<file path="src/rtl/instr_fetch_unit.sv">
// Instruction fetch front end: one-outstanding word read port to instruction memory
// feeding a 2-entry {instr, pc} FIFO that decode drains under valid/ready.
module instr_fetch_unit #(
  parameter int                INSTR_W  = 16,
  parameter int                ADDR_W   = 8,
  parameter logic [ADDR_W-1:0] RESET_PC = {ADDR_W{1'b0}}
) (
  input  logic               clk,
  input  logic               rst,
  output logic               imem_req,
  output logic [ADDR_W-1:0]  imem_addr,
  input  logic               imem_gnt,
  input  logic               imem_rvalid,
  input  logic [INSTR_W-1:0] imem_rdata,
  output logic               instr_valid,
  input  logic               instr_ready,
  output logic [INSTR_W-1:0] instr,
  output logic [2:0]         opCode,
  output logic [ADDR_W-1:0]  instr_pc,
  input  logic               redirect_valid,
  input  logic [ADDR_W-1:0]  redirect_pc
);

  typedef enum logic [1:0] {
    S_REQ  = 2'd0,
    S_WAIT = 2'd1,
    S_DROP = 2'd2
  } state_t;

  localparam logic [ADDR_W-1:0] PC_ONE = {{(ADDR_W-1){1'b0}}, 1'b1};

  state_t             r_state;
  state_t             w_state_nxt;
  logic [ADDR_W-1:0]  r_fetch_pc;
  logic [ADDR_W-1:0]  r_pc_inflight;
  logic [INSTR_W-1:0] r_instr [0:1];
  logic [ADDR_W-1:0]  r_pc    [0:1];
  logic [1:0]         r_count;
  logic               w_accept;
  logic               w_push;
  logic               w_pop;

  // Request is decoded from state and occupancy only; rst masks it asynchronously.
  assign imem_req    = (r_state == S_REQ) && (r_count < 2'd2) && !rst;
  assign imem_addr   = r_fetch_pc;
  assign w_accept    = imem_req && imem_gnt;
  assign w_push      = (r_state == S_WAIT) && imem_rvalid && !redirect_valid;
  assign w_pop       = instr_valid && instr_ready && !redirect_valid;
  assign instr_valid = (r_count != 2'd0);
  assign instr       = r_instr[0];
  assign opCode      = r_instr[0][INSTR_W-1 -: 3];
  assign instr_pc    = r_pc[0];

  always_comb begin
    w_state_nxt = r_state;
    case (r_state)
      S_REQ: begin
        if (w_accept) begin
          w_state_nxt = redirect_valid ? S_DROP : S_WAIT;
        end else begin
          w_state_nxt = S_REQ;
        end
      end
      S_WAIT: begin
        if (imem_rvalid) begin
          w_state_nxt = S_REQ;
        end else if (redirect_valid) begin
          w_state_nxt = S_DROP;
        end else begin
          w_state_nxt = S_WAIT;
        end
      end
      S_DROP: begin
        if (imem_rvalid) begin
          w_state_nxt = S_REQ;
        end else begin
          w_state_nxt = S_DROP;
        end
      end
      default: begin
        w_state_nxt = S_REQ;
      end
    endcase
  end

  always_ff @(posedge clk or posedge rst) begin
    if (rst) begin
      r_state       <= S_REQ;
      r_fetch_pc    <= RESET_PC;
      r_pc_inflight <= RESET_PC;
    end else begin
      r_state <= w_state_nxt;
      if (redirect_valid) begin
        r_fetch_pc <= redirect_pc;
      end else if (w_accept) begin
        r_fetch_pc <= r_fetch_pc + PC_ONE;
      end
      if (w_accept) begin
        r_pc_inflight <= r_fetch_pc;
      end
    end
  end

  // Entry 0 is always the head; a pop shifts entry 1 down.
  always_ff @(posedge clk or posedge rst) begin
    if (rst) begin
      r_count    <= 2'd0;
      r_instr[0] <= {INSTR_W{1'b0}};
      r_instr[1] <= {INSTR_W{1'b0}};
      r_pc[0]    <= {ADDR_W{1'b0}};
      r_pc[1]    <= {ADDR_W{1'b0}};
    end else if (redirect_valid) begin
      r_count <= 2'd0;
    end else begin
      case ({w_push, w_pop})
        2'b10: begin
          r_instr[r_count[0]] <= imem_rdata;
          r_pc[r_count[0]]    <= r_pc_inflight;
          r_count             <= r_count + 2'd1;
        end
        2'b01: begin
          r_instr[0] <= r_instr[1];
          r_pc[0]    <= r_pc[1];
          r_count    <= r_count - 2'd1;
        end
        2'b11: begin
          if (r_count == 2'd1) begin
            r_instr[0] <= imem_rdata;
            r_pc[0]    <= r_pc_inflight;
          end else begin
            r_instr[0] <= r_instr[1];
            r_pc[0]    <= r_pc[1];
            r_instr[1] <= imem_rdata;
            r_pc[1]    <= r_pc_inflight;
          end
        end
        default: begin
          r_count <= r_count;
        end
      endcase
    end
  end

endmodule

</file>
<file path="config.mk">
export PLATFORM = sky130hd
export DESIGN_NAME = instr_fetch_unit
export DESIGN_NICKNAME = d
export VERILOG_FILES = /design/src/rtl/instr_fetch_unit.sv
export SDC_FILE = /design/constraint.sdc
export NUM_CORES = 1
export LEC_CHECK = 0
export ABC_CLOCK_PERIOD_IN_PS = 2100
export CORE_MARGIN = 8
export CORE_UTILIZATION = 48
export CTS_BUF_LIST = sky130_fd_sc_hd__clkbuf_2
export CTS_CLUSTER_SIZE = 24
export DETAILED_ROUTE_END_ITERATION = 7
export PLACE_DENSITY_LB_ADDON = 0.12
export SETUP_SLACK_MARGIN = 0.4
export SLEW_MARGIN = 20
export SYNTH_ARGS = -nofsm -noshare
export SYNTH_HDL_FRONTEND = slang
export SYNTH_SLANG_ARGS = --single-unit
</file>
<file path="constraint.sdc">
create_clock -name clk -period 2.1 [get_ports clk]
set_clock_uncertainty 0.2 [all_clocks]
set_input_delay 0.315 -clock clk [delete_from_list [all_inputs] [get_ports clk]]
set_output_delay 0.315 -clock clk [all_outputs]
set_load 0.005 [all_outputs]
</file>
# Word level (Yosys, flattened, before mapping)
# Index checks and enable logic that the tools add are counted.
# totals
regBits	68
in_bits	30
output_inout_bits	37
word_cells	64
# op_classes
n_addsub	3
n_lt_le_gt_ge	3
eq_ne	7
mux	23
bitwise	2
n_reduce_logical	18
# ops
op	count
two-way mux 16 bit	3
case mux 16 bit (3 select lines)	1
two-way mux 8 bit	5
bitwise mux 32 bit	1
case mux 16 bit (2 select lines)	1
case mux 8 bit (3 select lines)	1
bitwise mux 16 bit	1
demux 16 bit (select 1 bit)	1
case mux 8 bit (2 select lines)	1
two-way mux 2 bit	5
adder 8 x 1 -> 8 bit (second input constant)	1
demux 8 bit (select 1 bit)	1
logical AND 1 bit	8
== test 2 x 1 -> 1 bit (second input constant)	3
== test 2 bit (second input constant)	3
case mux 2 bit (3 select lines)	1
nonzero test 2 bit	3
nonzero test 3 bit	2
case mux 2 bit (2 select lines)	1
AND reduction 3 bit	1
adder 2 x 1 -> 2 bit (second input constant)	1
>= comparator 2 bit (second input constant)	1
logical NOT 1 bit	2
logical NOT 2 bit	1
other kinds (7)	7

# Longest topological paths before layout
# Gate-level depths: netlist of run 1.
# depth
depth_word	7
ltp_mapped	8
mapped_depth_nobuf	6

# Worst setup path before layout of run 1
# Ideal clock, no wire load.
# synth_timing
path_kind	register to register
start	register r_count[0]
end	register r_instr[0] in the netlist's numbering
setup_ps	125
arrival_time_ps	1916
t_required_ps	1775
slack_ps	-140
stages_incl_launch_ff	9
path_buffers	2
synth_period_minus_slack_ps	2240
path_cell_list	dfrtp_1 -> inv_1 -> ha_1 -> nor2b_1 -> clkbuf_1 -> nand2_1 -> o2111ai_2 -> buf_2 -> mux2_2
# synth_via
elab_chain_cells	7
word_cells_on_any_way	17
classes_between	2 x order compare; 4 x eq/ne; 4 x mux; 1 x bitwise; 6 x reduce/logical
# synth_lines
item	line	source
from (decl)	38	logic [1:0] r_count;
from (signal assigned)	119	r_count <= r_count + 2'd1;
from (signal assigned)	124	r_count <= r_count - 2'd1;
from (signal assigned)	138	r_count <= r_count;
inverter 1 -> 2 bit (implied by the code)	117	r_instr[r_count[0]] <= imem_rdata;
>= comparator 2 bit (implied by the code) / less-than comparator 2 x 1 -> 1 bit (equally long branches)	117	
logical AND 1 bit (implied by the code)	117	
two-way mux 16 bit (implied by the code)	117	
demux 16 bit (select 1 bit)	117	
bitwise mux 32 bit	117	
case mux 16 bit (2 select lines)	115	case ({w_push, w_pop})
to (signal, indexed assignment)	117	
to (decl)	36	logic [INSTR_W-1:0] r_instr [0:1];
# Parallel ways exist; a longest one is shown, timed or not.
# A chain may end at the register's enable or synchronous reset.

# Final worst setup path of run 1
# layout_timing
start	register r_state[1]
end	register r_pc[4] in the netlist's numbering
# layout_via
elab_chain_cells	6
word_cells_on_any_way	9
classes_between	4 x eq/ne; 1 x mux; 4 x reduce/logical
# layout_lines
item	line	source
from (decl)	32	state_t r_state;
from (signal assigned)	92	r_state <= w_state_nxt;
== test 2 x 1 -> 1 bit *	47	assign w_push = (r_state == S_WAIT) && imem_rvalid && !redirect_valid;
logical AND 1 bit * (2 in a row)	47	
== test 2 bit	115	
!= test 2 bit (no source line) / nonzero test 2 bit (equally long branches)	--	
AND reduction 3 bit (no source line)	--	
to (signal, indexed assignment)	118	r_pc[r_count[0]] <= r_pc_inflight;
to (decl)	37	logic [ADDR_W-1:0] r_pc [0:1];
# Every way passes the cells marked *; elsewhere a longest branch is shown, timed or not.

==> run metrics, run 1 <==
net count after synthesis=320; final setup violation count=37; initial antenna violation count=0; IO buf count=66; First DRT Iteration DRCs=65; ant diodes=0; crit-path max cell delay=0.42 ns; Num CTS Buffers=9; Fmax=464 MHz; core box area=6680 sq um; drt wl/cell=17.1 microns; Crit. End Element=flop; synth unique cells=41; drt total wl=8.41 mm; ranking of synthesized cells by area=dfrtp_1, mux2_2, buf_4; Nets=439; clk sinks=68; Final GP Congestion=0.728; CP arrival=2.31 ns; status=complete, but fails checks; share of cells above drive strength 1=49.4%; Fill cells=444; share of the synthesized area in the top cell type=52.3%; max-cap viol count=0; clock-pin slew on the worst setup and hold paths=0.18 ns; met3 usage=4.41%; most frequent CP cell=buf_6; H-tree Lvls=3; fin crit period=2.15 ns; post-synthesis cell area=3250 sq um; first-pass detailed-route iteration total=4; largest net degree at the start of global routing=28; Vias/cell=5.23; DRC=0; post-synthesis sequential area ratio=52.3%; Setup WS post-layout=-0.0547 ns; Cells after Synth=287; P_leak=2.40 nW; global-route wire length before repair=13.4 mm; Post-DP HPWL=5.10 mm; vias in the first global route=2,732; final hold slack=0.168 ns; Yosys top cell by area=dfrtp_1; die area=9670 sq um; GRT Total Usage=17.0%; Yosys reg bits=68; row count=30; synthesis-to-finish area growth=56.6%; DR vias=2,568; Tot Pwr=0.00584 W; CTS tree=built; slowest CP cell=dfrtp_1; clock buffer depth=2; Final Non-Filler Cells=491; I/O pin count=67; met1 Track Usage GR=20.6%; max_slew headroom=68.5%; Die Y=98.3 microns; syn avg cell area=11.3 sq um; Power Dens Cells=1150 nW/um^2; Initial Util=48.7%; Max FO, Critical Path=12; Die Wd=98.3 microns; Slew Viols, Final=0; CP required=2.25 ns; critical path class=flop to flop; Hold Path Class=input port to flop; fin util=76.3%; crit path launch type=flop; Skew-Pair Late Insertion Delay=0.46 ns; Synthesis Warnings=0; worst vdd ir=0.000501 V; gr ovfl total=0; root buf cell=clkbuf_2; RSZ-0062 raised after global routing=true; final antenna-violating net count=0; CP cell instances=buf_4 > buf_6 > buf_6 > and3b_2 > o2111ai_4 > buf_12 > mux2_4; Hold Vio Cnt, Final=0; failing checks=setup timing; met2 Usage GRT=28.5%; period utilisation layout=103%; Worst Tran Pin Value=0.471 ns; placed insts=421; global routing's busiest layer=met2
kinds of logic after synthesis:
group,after synthesis,share of synthesized area (%)
buffers and inverters,49,9.50
AO/OA/AOI/OAI,42,9.88
multiplexers,38,13.8
flip-flops,68,52.3
XOR/XNOR,9,2.42
adder cells (fa/ha/maj),3,1.15
AND/OR/NAND/NOR,78,11.0
sequential cells by signal (all words and copies together), names as in the netlist:
name	count
instr	16
r_instr	16
imem_addr	8
instr_pc	8
r_pc	8
r_pc_inflight	8
r_count	2
r_state	2
metal layers:
layer,vias up,routed length [microns]
met5,-,0
met4,0,115
met3,10,317
met2,59,4220
met1,1277,3750
li1,1222,-
per-stage QoR:
stage,setup slack (ns),instance area [sq um],setup TNS [ns]
global route,-0.100,5100,-3.41
global placement,-0.399,4230,-6.36
finish,-0.0547,5100,-0.695
floorplan,0.111,3450,0
CTS,-0.0423,4870,-0.0465
detailed placement,-0.401,4230,-8.05
power by group:
group | leakage [nW] | internal, W | total, W | switching (W)
combinational | 1.50 | 0.00183 | 0.00300 | 0.00117
sequential | 0.847 | 0.00184 | 0.00223 | 0.000387
clock | 0.0554 | 0.000158 | 0.000614 | 0.000457
total | 2.40 | 0.00383 | 0.00584 | 0.00201
final timing paths:
kind | slack [ns] | cells after the start | endpoint | start
setup / recovery | -0.05 | 7 | r_pc[4] | r_state[1]
hold reg to reg | 0.33 | 2 | instr_pc[3] | instr_pc[3]
hold / removal | 0.17 | 3 | imem_addr[0] | redirect_pc[0]
min in group asynchronous | 0.56 | 3 | imem_addr[4] | rst
max in group asynchronous | 0.66 | 4 | r_pc[6] | rst
setup reg to reg | -0.05 | 7 | r_pc[4] | r_state[1]
layout by cell type, fill, tap and decap left out, types with 5 or more instances in the layout:
cell,netlist,routed
dfrtp_1,68,66
buf_4,27,49
nor2_1,49,47
mux2_4,7,33
clkdlybuf4s50_1,0,29
buf_6,2,26
clkdlybuf4s15_1,0,22
a221oi_2,0,21
clkbuf_2,1,21
nand2_1,13,13
buf_12,0,9
xnor2_1,6,5
Yosys cell counts:
library cell	count
nand2b_1	1
a21oi_1	4
inv_2	1
a221oi_1	22
dfrtp_1	68
nand4_1	2
a22oi_1	1
xnor2_1	6
a31o_2	1
nor3_1	2
nand3b_1	1
mux2i_1	4
o2111ai_2	1
and3b_2	1
o31ai_1	2
a31oi_1	1
buf_2	6
clkbuf_1	7
nor3b_1	1
nor4_4	1
nand2_1	13
nand2_2	1
o21ai_0	7
nor2b_1	1
mux2_4	7
mux2_2	27
inv_1	5
a211oi_1	1
o21ai_1	1
or4_1	1
or2_2	1
nand4b_1	1
a22o_1	1
nand3_1	1
nor2_1	49
buf_4	27
xor2_1	3
buf_6	2
or3b_2	1
clkbuf_2	1
ha_1	3
cell type report:
class	instances	area [sq um]	share of cell area, %
well taps	80	100	1.96
repair buffers	151	1500	29.4
multi-input cells	170	1680	32.9
clock inverters	5	28.8	0.565
clock buffers	11	55.1	1.08
inverters	6	33.8	0.663
flip-flops and latches	68	1700	33.4
worst max-delay path, delay by kind of cell, from the launching register on:
family	cells	cell delay, ns
AO/OA/AOI/OAI	1	0.21
multiplexers	1	0.30
buffers and inverters	4	0.57
flip-flops	1	0.42
AND/OR/NAND/NOR	1	0.33
what timing repair did:
action                                  CTS  global route
buffers inserted                         33            15
hold buffers                              1             0
endpoints found under the setup margin  105           102
cloned                                    3             2
gates resized for setup                 126            49
endpoints found under the hold margin    10             0
pin swaps                                16            11
No activity file was read; power rests on OpenSTA's default activity.
==> run 2, diff against run 1 <==
==> constraint.sdc (replaced) <==
create_clock -name clk -period 2.1 [get_ports clk]
set_clock_uncertainty 0.2 [all_clocks]
set_input_delay 0.315 -clock clk [delete_from_list [all_inputs] [get_ports clk]]
set_output_delay 0.315 -clock clk [all_outputs]
set_load 0.1 [all_outputs]
==> run 2 against run 1 <==
  * The run still ends with setup timing left
  * Clock power is 49% higher
  * Sequential share of layout area shrank 1.7 points
  * Highest routed layer unchanged
  * Hold slack worse by 0.053 ns
  * Utilization increased by 4.9 points
  * Count of clock-buffer cells in the layout fell by 2
  * Critical path depth is 3 lower
  * Design area rose by 6.4%
  * Cell count is 5.7% lower
==> run metrics, run 2 (synthesis gave the netlist of run 1 again) <==
Skew-Pair Late Insertion Delay=0.53 ns; Tot Pwr=0.00909 W; Hold Path Class=input port to flop; global-route wire length before repair=13.6 mm; critical path class=flop to output pin; crit path launch type=flop; DR vias=2,474; First DRT Iteration DRCs=100; initial antenna violation count=0; I/O pin count=67; Hold Vio Cnt, Final=0; Crit. End Element=output pin; Post-DP HPWL=5.20 mm; Final Non-Filler Cells=463; area of the multi-input gates=1720 sq um; GRT Total Usage=17.5%; Fill cells=348; Worst Tran Pin Value=0.356 ns; gr ovfl total=0; vias in the first global route=2,706; clock buffer depth=2; CP required=1.58 ns; CTS tree=built; placed insts=419; max-cap viol count=0; IO buf count=66; Initial Util=48.7%; Fmax=425 MHz; most common cell after layout, fill and taps aside=dfrtp_1; drt total wl=8.69 mm; H-tree Lvls=3; RSZ-0062 raised after global routing=true; Comb power frac=63.4%; period utilisation layout=112%; clk sinks=68; register share of total power=26.5%; worst vdd ir=0.000921 V; ant diodes=0; core box area=6680 sq um; sequential standard cell area=1720 sq um; root buf cell=clkbuf_2; Nets=411; P_sw=0.00441 W; row count=30; first-pass detailed-route iteration total=4; Power Dens Cells=1680 nW/um^2; Clock power frac=10.1%; clock-pin slew on the worst setup and hold paths=0.21 ns; Num CTS Buffers=9; DRC=0; synthesis-to-finish area growth=66.6%; Setup WS post-layout=-0.254 ns; drt wl/cell=18.8 microns; max_slew headroom=76.2%; Vias/cell=5.34; largest net degree at the start of global routing=40; Die Wd=98.3 microns; Slew Viols, Final=0; Die Y=98.3 microns; sw frac=48.5%; internal power=0.00468 W; share of cells above drive strength 1=53.8%; CP arrival=1.84 ns; Final GP Congestion=0.742; Max FO, Critical Path=2; most frequent cells in the layout=dfrtp_1, nor2_1, buf_12, mux2_4, buf_4; final antenna-violating net count=0; P_leak=2.47 nW; failing checks=setup timing; die area=9670 sq um; final hold slack=0.115 ns; status=complete, but fails checks; fin crit period=2.35 ns; final setup violation count=51
==> run 2: changes by cell type in the layout (fill, tap and decap cells not counted), moves of 3 or more <==
| cell | change |
|---|---|
| a221oi_2 | -4 |
| a221oi_4 | +3 |
| buf_12 | +34 |
| buf_4 | -19 |
| buf_6 | -15 |
| clkbuf_2 | -12 |
| clkdlybuf4s15_1 | -22 |
| dfrtp_1 | -9 |
| dfrtp_2 | +6 |
| dfrtp_4 | +3 |
| o21ai_0 | -3 |
| o21ai_1 | +4 |
==> run 2: per-stage QoR <==
stage	instance area (sq um)	setup TNS (ns)	setup slack [ns]	utilization, %
detailed placement	4370	-5.42	-0.195	65.4
CTS	5090	-5.56	-0.285	76.2
global route	5420	-8.15	-0.341	81.1
finish	5420	-5.15	-0.254	81.1
floorplan	3650	0	0.0810	-
global placement	4370	-3.24	-0.166	65.4
==> run 2: critical path: stages, from the launching register on <==
cell and delay [ns]:
dfrtp_1 0.43, or4_4 0.52, buf_8 0.16, inv_16 0.05
buf_16 0.15
==> run 2: power by group through the flow <==
stage | clock network [W] | logic (W) | registers [W]
detailed placement | 0 | 0.00459 | 0.00226
floorplan | 0 | 0.00382 | 0.00230
global route | 0.000995 | 0.00598 | 0.00249
finish | 0.000915 | 0.00576 | 0.00241
global placement | 0 | 0.00454 | 0.00224
CTS | 0.000925 | 0.00528 | 0.00234
==> run 2: layer usage <==
metal | share of wire [%] | wire length (microns) | up-vias | global-route usage (%)
met5 | 0 | 0 | - | 0
met4 | 1.2 | 102 | 0 | 4.37
met3 | 4.5 | 393 | 8 | 6.12
met2 | 51 | 4410 | 59 | 29.2
met1 | 44 | 3780 | 1240 | 21.1
li1 | - | - | 1167 | -
==> run 2: worst paths after layout <==
| path | from | end | slack, ns | depth (start not counted) |
|---|---|---|---|---|
| setup / recovery | r_count[1] | imem_req | -0.25 | 4 |
| hold / removal | redirect_pc[3] | imem_addr[3] | 0.12 | 3 |
| setup reg to reg | r_count[1] | instr[11] | -0.14 | 11 |
| hold reg to reg | r_pc[7] | r_pc[7] | 0.34 | 1 |
| max in group asynchronous | rst | instr[11] | 0.65 | 5 |
| min in group asynchronous | rst | r_count[1] | 0.51 | 4 |
==> run 2: final cells by class <==
| class | count | share of cell area, % |
|---|---|---|
| Sequential cell | 68 | 31.8 |
| Tap cell | 80 | 1.85 |
| Clock inverter | 7 | 1.82 |
| Timing Repair Buffer | 122 | 31.1 |
| Inverter | 6 | 0.831 |
| Clock buffer | 9 | 0.831 |
| Multi-Input combinational cell | 171 | 31.8 |
==> run 2: what timing repair did <==
action,4_1_cts,5_1_grt
hold buffers,1,0
pin swaps,11,7
gates resized for setup,101,46
setup endpoints to repair,105,105
setup buffers,15,7
cloned,3,2
endpoints found under the hold margin,10,0
==> RTL edit 1, RTL diff (settings of run 2) <==
`ADDR_W`: 8 -> 7.
--- a/src/rtl/instr_fetch_unit.sv
+++ b/src/rtl/instr_fetch_unit.sv
@@ -2,7 +2,7 @@
 // feeding a 2-entry {instr, pc} FIFO that decode drains under valid/ready.
 module instr_fetch_unit #(
   parameter int                INSTR_W  = 16,
-  parameter int                ADDR_W   = 8,
+  parameter int                ADDR_W   = 7,
   parameter logic [ADDR_W-1:0] RESET_PC = {ADDR_W{1'b0}}
 ) (
   input  logic               clk,
Interface: changed (resized imem_addr, instr_pc and redirect_pc); port bits go from 67 to 64. No check against the original RTL was run, so the function may have changed too.
==> RTL edit 1 against run 2 <==
The run still ends with setup timing left; first-iteration DRC count up 77%; final area increased by 1.1%; area after synthesis down 2.5%; combinational power down 11%; sequential power decreased by 19%; die area shrank 2.1%; synthesized cell count increased by 11%; routed wire length grew 16%; total power decreased by 14%; utilization up 4.7 points; sequential cell count is 4 lower; worst setup slack improved by 0.079 ns; register-to-register slack improved by 0.09 ns; global-route usage grew 1.3 points; highest routed layer unchanged.
==> RTL edit 1: results <==
set metrics [dict create \
    postCtsSetupBuffers 23 \
    p_sw_frac 0.504 \
    worstPathArrival_ns 1.76 \
    setup_viol 18 \
    netlist_area_um2 3170 \
    violations "setup timing" \
    tns_ns -0.463 \
    grt.total_usage 0.188 \
    p_comb_w 0.00514 \
    worst_slack_ns -0.174 \
    synth_area_leaders "dfrtp_1 50%, nand2_1 6.6%, buf_4 6.4%, o21ai_0 3.9%, mux2i_1 3.8%" \
    clkbuf_count 12 \
    dominant_cells "non-clock buffers" \
    vias 2826 \
    post-place-ws_ns -0.138 \
    wl_met2_mm 5.21 \
    synth_fp_nets 352 \
    met3_usage 0.0519 \
    status "finished, violations left" \
    final_cell_area_um2 5480 \
    layout.non_clock_inverters 10 \
    synth_adder_area_share 0.0118 \
    clockNetworkAreaShare 0.0192 \
    finalWirelength_mm 10.1 \
    nonClkBufAreaFrac 0.348 \
    combPwrFrac 0.656 \
    place_congestion 0.759 \
    dp_hpwl_mm 4.82 \
    wl_met1_mm 4.15 \
]
==> RTL edit 1: changes by cell type after synthesis, sizes merged, moves of 16 or more <==
cell | run 2 | this run
a221oi | 22 | 0
a21oi | 4 | 20
nor2 | 49 | 25
nand2 | 14 | 58
mux2 | 34 | 7
o21ai | 8 | 33
==> RTL edit 1: final timing paths <==
| path | start | end | slack, ns |
|---|---|---|---|
| min in group clk | redirect_pc[5] | imem_addr[5] | 0.16 |
| hold / removal | rst | r_instr[15] | 0.04 |
| setup reg to reg | r_count[1] | instr[12] | -0.05 |
| max in group asynchronous | rst | imem_addr[2] | 1.33 |
| setup / recovery | r_count[1] | imem_req | -0.17 |
| hold reg to reg | r_instr[5] | r_instr[5] | 0.34 |
==> RTL edit 1: kinds of logic (layout without fill, tap and decap cells) <==
kind of cell               after synthesis  after routing
AOI/OAI and AO/OA                       75             75
xor gates and xnor gates                 8              8
adders and majority gates                3              3
buffers and inverters                   52            162
DFF                                     64             64
muxes                                   19             19
and+or+nand+nor                         99            102
==> RTL edit 2, RTL diff (flow settings as in run 2) <==
Made on the original files. Re-encode `state_t` (3 states) as one-hot, 3 bits wide.
--- a/src/rtl/instr_fetch_unit.sv
+++ b/src/rtl/instr_fetch_unit.sv
@@ -21,10 +21,10 @@
   input  logic [ADDR_W-1:0]  redirect_pc
 );
 
-  typedef enum logic [1:0] {
-    S_REQ  = 2'd0,
-    S_WAIT = 2'd1,
-    S_DROP = 2'd2
+  typedef enum logic [2:0] {
+    S_REQ  = 3'b001,
+    S_WAIT = 3'b010,
+    S_DROP = 3'b100
   } state_t;
 
   localparam logic [ADDR_W-1:0] PC_ONE = {{(ADDR_W-1){1'b0}}, 1'b1};
Check against the original RTL: same outputs for any inputs over 10 cycles, from zero or initial values and one cycle with rst high; not proved beyond that.
==> RTL edit 2 against run 2 <==
Largest cell class is now non-clock buffers; final area up 19%; routed wire length up 71%; worst hold slack better by 0.023 ns; the run still ends with setup timing left; synthesized cell count is 15% higher; worst setup slack improved by 0.19 ns; total power down 24%; clock power up 6.4%; area after synthesis is 11% higher; count of clock-buffer cells in the layout is the same; global-route usage rose by 6.3 points; sequential cell count is 1 higher.
==> RTL edit 2: results <==
set metrics [dict create \
    status "finished, violations left" \
    violations "setup timing" \
    grt_max_degree 32 \
    rr_worst_depth 9 \
    synth_xor_xnor_area_share 0.00242 \
    synth_commonest_cells "68 x dfrtp_1, 54 x inv_1, 30 x buf_4" \
    drtIter0Drc 279 \
    met3_length_mm 1.27 \
    synth_fp_nets 364 \
    synth_adder_area_share 0.0104 \
    ys_seq_area_frac 0.477 \
    hp-start "redirect_pc[1]" \
    grt.total_usage 0.238 \
    grt_pass1_wl_mm 18.9 \
    place_congestion 0.855 \
    slowest_stage "dfrtp_1" \
    finalNetCount 505 \
    drive_gt1_frac 0.553 \
    synth_compound_area_frac 0.195 \
    wl_met1_mm 5.32 \
    vias 3485 \
    grt_pass1_vias 3432 \
    critPathMaxStageDelay_ns 0.47 \
    synth_top_family_by_area "compound AO/OA/AOI/OAI gates" \
    finalWirelength_mm 14.8 \
    r2r_end "r_instr[7]" \
    reg2reg_from "r_state[1]" \
    placed_cells 475 \
    setup_viol 4 \
    firstDrtPassIters 6 \
    p_leak_nw 2.96 \
    final_cells 576 \
    peakVddDrop_v 0.000562 \
    clk_pin_slew_ns 0.25 \
    synth_area_leaders "dfrtp_1 47%, mux2i_1 7.2%, buf_4 6.2%, inv_1 5.6%, a211oi_1 5.0%" \
    ys_types 46 \
    worstPathArrival_ns 2.41 \
    worst_slack_ns -0.0620 \
]
[RTL edit 2: area by class of cell]
type                            instances  area [um2]
Clock buffer                            9        45.0
Multi-Input combinational cell        162        1860
Timing Repair Buffer                  176        2340
Sequential cell                        69        1770
Clock inverter                          7        97.6
Fill cell                             289         850
Inverter                               54         209
Tap cell                               99         124
[RTL edit 2: layer usage]
layer | GRT usage | vias to the layer above
met2 | 0.414 | 234
li1 | - | 1446
met3 | 0.0446 | 73
met5 | 0 | -
met4 | 0.0979 | 0
met1 | 0.283 | 1732
[RTL edit 2: stage by stage]
step,setup slack (ns),power [W]
finish,-0.0620,0.00689
global route,-0.117,0.00707
CTS,-0.0450,0.00614
detailed placement,-0.0730,0.00442
global placement,-0.0600,0.00440
floorplan,0.253,0.00407
[RTL edit 2: worst max-delay path: cells and delay by family, from the launching register on]
family                 cells  cell delay (ns)
buffers and inverters      6             0.82
flip-flops                 1             0.47
multiplexers               1             0.31
AND/OR/NAND/NOR            1             0.18
AO/OA/AOI/OAI              1             0.10
[RTL edit 2: worst max-delay path by stage]
stage,start,end
final,r_state[1],r_instr[7]
after global routing,r_state[1],imem_req
after CTS,r_state[1],imem_req
after detailed placement,instr_ready,instr_pc[5]
after global placement,rst,imem_addr[4]
after floorplan,r_count[0],r_instr[0]
[RTL edit 2: power breakdown]
part / total, W / internal, W / switching (W)
Combinational: 0.00402 / 0.00162 / 0.00240
Sequential: 0.00189 / 0.00159 / 0.000300
Clock: 0.000974 / 0.000396 / 0.000578
Total: 0.00689 / 0.00361 / 0.00328
[RTL edit 2: what timing repair did]
item | CTS | global route
buffers inserted | 42 | 28
setup endpoints to repair | 92 | 105
hold endpoints to repair | 6 | 0
hold buffers | 1 | 0
cloned | 11 | 3
resized for setup | 155 | 68
pin swaps | 54 | 33
